===== src/rtl/unidad_circuito.sv =====
// Fire/gas safety panel control unit: synchronizes sensors, latches hazard events
// until acknowledged, drives actuators and a scanned 4-digit 7-segment display.
module unidad_circuito #(
  parameter int unsigned CLK_HZ   = 100_000_000,
  parameter int unsigned SCAN_DIV = 100_000
) (
  input  logic       clk1,
  input  logic       reset,
  input  logic       humoa,
  input  logic       glp,
  input  logic       humom,
  input  logic       fe,
  input  logic       apagsis,
  output logic [5:0] registro_salidas,
  output logic [3:0] AN,
  output logic [6:0] CN
);

  // Dwell per digit, clamped to at most one second and at least one cycle.
  localparam int unsigned SCAN_CLAMP = (SCAN_DIV > CLK_HZ) ? CLK_HZ : SCAN_DIV;
  localparam int unsigned SCAN_EFF   = (SCAN_CLAMP == 0) ? 1 : SCAN_CLAMP;
  localparam int unsigned SCAN_LAST  = SCAN_EFF - 1;
  localparam int unsigned CNT_W      = (SCAN_EFF > 1) ? $clog2(SCAN_EFF) : 1;
  localparam int unsigned IN_W       = 5;
  localparam int unsigned FLAG_W     = 4;

  localparam logic [6:0] GLYPH_ONE  = 7'b1111001;
  localparam logic [6:0] GLYPH_ZERO = 7'b1000000;

  // Raw input bundle: {apagsis, humoa, glp, humom, fe}
  logic [IN_W-1:0]   raw_in;
  logic [IN_W-1:0]   s1_q, s2_q;
  logic [FLAG_W-1:0] sens_s;
  logic              apag_s;

  // Flag bits: [3]=F_HA, [2]=F_GLP, [1]=F_HM, [0]=F_FE (also digit index order)
  logic [FLAG_W-1:0] flags_q, flags_d;
  logic [CNT_W-1:0]  cnt_q, cnt_d;
  logic [1:0]        idx_q, idx_d;
  logic [3:0]        an_q, an_d;
  logic [6:0]        cn_q, cn_d;
  logic              two_plus;

  assign raw_in = {apagsis, humoa, glp, humom, fe};
  assign sens_s = s2_q[FLAG_W-1:0];
  assign apag_s = s2_q[IN_W-1];

  always_ff @(posedge clk1 or posedge reset) begin
    if (reset) begin
      s1_q    <= '0;
      s2_q    <= '0;
      flags_q <= '0;
      cnt_q   <= '0;
      idx_q   <= '0;
      an_q    <= 4'b1111;
      cn_q    <= 7'b1111111;
    end else begin
      s1_q    <= raw_in;
      s2_q    <= s1_q;
      flags_q <= flags_d;
      cnt_q   <= cnt_d;
      idx_q   <= idx_d;
      an_q    <= an_d;
      cn_q    <= cn_d;
    end
  end

  // Acknowledge wins over any sensor seen on the same edge.
  always_comb begin
    flags_d = flags_q | sens_s;
    if (apag_s) begin
      flags_d = '0;
    end
  end

  always_comb begin
    cnt_d = cnt_q + CNT_W'(1);
    idx_d = idx_q;
    if (cnt_q == CNT_W'(SCAN_LAST)) begin
      cnt_d = '0;
      idx_d = idx_q + 2'd1;
    end
    an_d = ~(4'b0001 << idx_q);
    cn_d = flags_q[idx_q] ? GLYPH_ONE : GLYPH_ZERO;
  end

  assign two_plus = (flags_q[0] & flags_q[1]) | (flags_q[0] & flags_q[2]) |
                    (flags_q[0] & flags_q[3]) | (flags_q[1] & flags_q[2]) |
                    (flags_q[1] & flags_q[3]) | (flags_q[2] & flags_q[3]);

  assign registro_salidas[0] = |flags_q;
  assign registro_salidas[1] = flags_q[3] | flags_q[0];
  assign registro_salidas[2] = flags_q[2];
  assign registro_salidas[3] = flags_q[1] | flags_q[2];
  assign registro_salidas[4] = flags_q[2] | flags_q[0];
  assign registro_salidas[5] = flags_q[0] | two_plus;

  assign AN = an_q;
  assign CN = cn_q;

endmodule


===== config.mk =====
export PLATFORM = sky130hd
export DESIGN_NAME = unidad_circuito
export DESIGN_NICKNAME = d
export VERILOG_FILES = /design/src/rtl/unidad_circuito.sv
export SDC_FILE = /design/constraint.sdc
export NUM_CORES = 1
export LEC_CHECK = 0
export CAP_MARGIN = 30
export CORE_MARGIN = 5
export CORE_UTILIZATION = 56
export DETAILED_ROUTE_END_ITERATION = 8
export GPL_ROUTABILITY_DRIVEN = 1
export GPL_TIMING_DRIVEN = 0
export PLACE_DENSITY = 0.81
export SETUP_SLACK_MARGIN = 0.5
export SYNTH_ARGS = -nofsm -noshare
export SYNTH_HDL_FRONTEND = slang
export SYNTH_SLANG_ARGS = --single-unit

===== constraint.sdc =====
create_clock -name clk1 -period 3.3 [get_ports clk1]
set_input_delay 0.495 -clock clk1 [delete_from_list [all_inputs] [get_ports clk1]]
set_output_delay 0.495 -clock clk1 [all_outputs]
set_load 0.02 [all_outputs]

==> qor.yml <==
place:
  place_congestion: 0.799
  place_ws_ns: 1.22
  placed_area_sq_um: 1910
  io_buffers: 22
  dp_hpwl_mm: 1.96
synthesis:
  synth_top_cell_area_share_pct: 50.9
  syn_area_per_cell_sq_um: 11.9
  yosys.area.top_type: "dfrtp_1"
  synth_cells: 136
  syn_nets: 148
  yosysWarnings: 0
  ys_seq_area_share_pct: 60.6
  ys_types: 29
  synthTopCellsByArea: "dfrtp_1 51%, dfstp_2 9.7%, xor2_1 4.9%"
  syn_area_sq_um: 1620
  synth_seq_cells: 39
drt:
  drc_errors: 0
  first_pass_iters: 4
  drt_iter0_drc: 25
  wirelength_mm: 2.60
  viasPerCell: 4.97
  wl_per_cell_um: 13.1
  drt.antenna.violating_nets: 0
  via_count: 984
cts:
  root_buffer: "clkbuf_4"
  cts.clk_slew.worst_paths_ns: 0.12
  clock_sinks: 39
  cts_tree: "yes"
  post_cts_resized: 0
  cts_buffers: 5
  ctsHtreeMaxLevel: 2
  hold_buffers: 0
  clk-insertion-delay-late_ns: 0.34
  postCtsSetupBuffers: 0
  clockBufferDepth: 2
critical_path:
  crit_arrival_ns: 1.97
  setup.worst_path.end_class: "primary output"
  critical_path_class: "flip-flop to primary output"
  start_kind: "flip-flop"
  cp.required_ns: 2.80
  path_max_fanout: 7
power:
  powerDensity_nw_per_um2: 416
  finalPower_uw: 819
  power_switching_share_pct: 25.0
  irDropWorstVdd_uv: 402
  internal_power_uw: 615
  p_sw_uw: 205
  leakagePower_uw: 0.000902
  pwr-share-comb_pct: 9.1
  p_clk_share_pct: 30.1
  power_frac_seq_pct: 60.8
floorplanning:
  start_util_pct: 58.8
  core-area_sq_um: 2760
  dieWidth_um: 63.8
  rows: 19
  io_pins: 24
  die-area_sq_um: 4070
  floorplan.die.height_um: 63.8
layout:
  multi_input_area_sq_um: 549
  nets: 178
  syn_to_final_growth_pct: 21.4
  fin_area_sq_um: 1970
  register_area_sq_um: 983
  nFillCells: 190
  final_core_util_pct: 71.5
  drive_above_1_share_pct: 16.8
  final_cell_mix: "33 x dfrtp_1, 22 x clkdlybuf4s50_1, 20 x nor2_1, 9 x inv_1, 9 x xor2_1"
  diodes: 0
  layout_commonest_cell: "dfrtp_1"
global_route:
  grt_pass1_wl_mm: 4.46
  grt_pass1_vias: 1020
  track_usage_pct: 14.2
  gr-total-overflow: 0
  grt_max_degree: 23
  antenna_found_initial: 0
run_status:
  status: "completed"
sta:
  maxSlewHeadroom_pct: 49.6
  fin_crit_sh_pct: 74.7
  setup_viol: 0
  fin_crit_ns: 2.47
  finalMaxSlewViolations: 0
  hold_violations: 0
  fin_worst_skew_ns: 0.00652
  fmax_mhz: 406
  rsz0062_at_grt: "no"
  fin_tns_setup_ns: 0
  layout_setup_ws_ns: 0.834
  worst_pin_slew_ns: 0.755
min_path:
  hold_class: "flip-flop to flip-flop"
job:
  max_cap_viol_count: 0
[worst paths after layout]
| kind | start | to | slack (ns) | depth (start not counted) |
|---|---|---|---|---|
| max | flags_q[2]$_DFF_PP0_ | registro_salidas[0] | 0.83 | 3 |
| min in group asynchronous | reset | idx_q[0]$_DFFE_PP0N_ | 0.58 | 2 |
| min | s1_q[4]$_DFF_PP0_ | s2_q[4]$_DFF_PP0_ | 0.36 | 0 |
| min reg2reg | s1_q[4]$_DFF_PP0_ | s2_q[4]$_DFF_PP0_ | 0.36 | 0 |
| max in group asynchronous | reset | cnt_q[4]$_DFF_PP0_ | 2.17 | 3 |
| max reg2reg | cnt_q[0]$_DFF_PP0_ | cnt_q[16]$_DFF_PP0_ | 1.69 | 5 |
[power groups by stage]
stage | Clock (uW) | Sequential [uW] | Combinational [uW]
2_1_floorplan | 0 | 507 | 37.2
3_3_place_gp | 0 | 506 | 70.0
3_5_place_dp | 0 | 507 | 75.6
4_1_cts | 257 | 498 | 75.8
5_1_grt | 285 | 500 | 80.8
6_report | 247 | 498 | 74.4
[metal layers]
| metal | global-route usage, % | routed length (um) | vias up |
|---|---|---|---|
| met3 | 6.30 | 150 | 2 |
| met2 | 23.5 | 1290 | 22 |
| met4 | 4.68 | 20 | 0 |
| met5 | 0 | 0 | - |
| met1 | 16.6 | 1140 | 462 |
| li1 | - | - | 498 |
[cell usage after synthesis]
| library cell | instances |
|---|---|
| o21ai_1 | 1 |
| or4b_4 | 1 |
| o21bai_1 | 1 |
| nor4_1 | 2 |
| nor2_1 | 20 |
| and4_1 | 1 |
| mux2i_1 | 1 |
| mux4_2 | 1 |
| a21oi_1 | 1 |
| nand4bb_1 | 2 |
| nor4_4 | 1 |
| nand2b_1 | 1 |
| or2_2 | 3 |
| nor2b_1 | 1 |
| and3_1 | 1 |
| nand4_1 | 6 |
| nand3_1 | 5 |
| conb_1 | 2 |
| inv_1 | 9 |
| xnor2_1 | 6 |
| dfrtp_1 | 33 |
| ha_1 | 5 |
| xor2_1 | 9 |
| nor3_1 | 3 |
| buf_6 | 1 |
| buf_4 | 6 |
| or3_1 | 1 |
| dfstp_2 | 6 |
| nand2_1 | 6 |
[final cells by class]
cell class                 instances  area share [%]
sequential                        39            49.9
multi-input combinational         81            27.9
timing repair buffer              23            12.6
buffer                             7            2.86
tap                               31            1.97
clock buffer                       5            1.90
inverter                           9            1.71
clock inverter                     3            1.21
[through the flow]
step           hold slack [ns]  std cells
2_1_floorplan            0.331        136
3_3_place_gp             0.332        189
3_5_place_dp             0.335        190
4_1_cts                  0.365        198
5_1_grt                  0.376        198
6_report                 0.362        198
[state kept, by name, indices dropped and copies added (netlist names)]
name	flops
AN	4
CN	2
cnt_q	17
flags_q	4
idx_q	2
s1_q	5
s2_q	5
[critical path: stages, from the launching register on]
cell	delay, ns
dfrtp_1	0.47
or2_2	0.31
or3_1	0.30
clkdlybuf4s50_1	0.55
[logic make-up (layout without fill, tap and decap cells)]
| group | Yosys count | in the layout | share of synthesized area [%] |
|---|---|---|---|
| simple gates | 54 | 54 | 18.4 |
| buf+inv | 16 | 47 | 5.55 |
| compound gates | 3 | 3 | 1.08 |
| mux | 2 | 2 | 2.00 |
| other cells | 2 | 2 | 0.463 |
| fa+ha+maj | 5 | 5 | 3.86 |
| xor+xnor | 15 | 15 | 8.10 |
| flops | 39 | 39 | 60.6 |
Power figures use the tool's default switching activity.
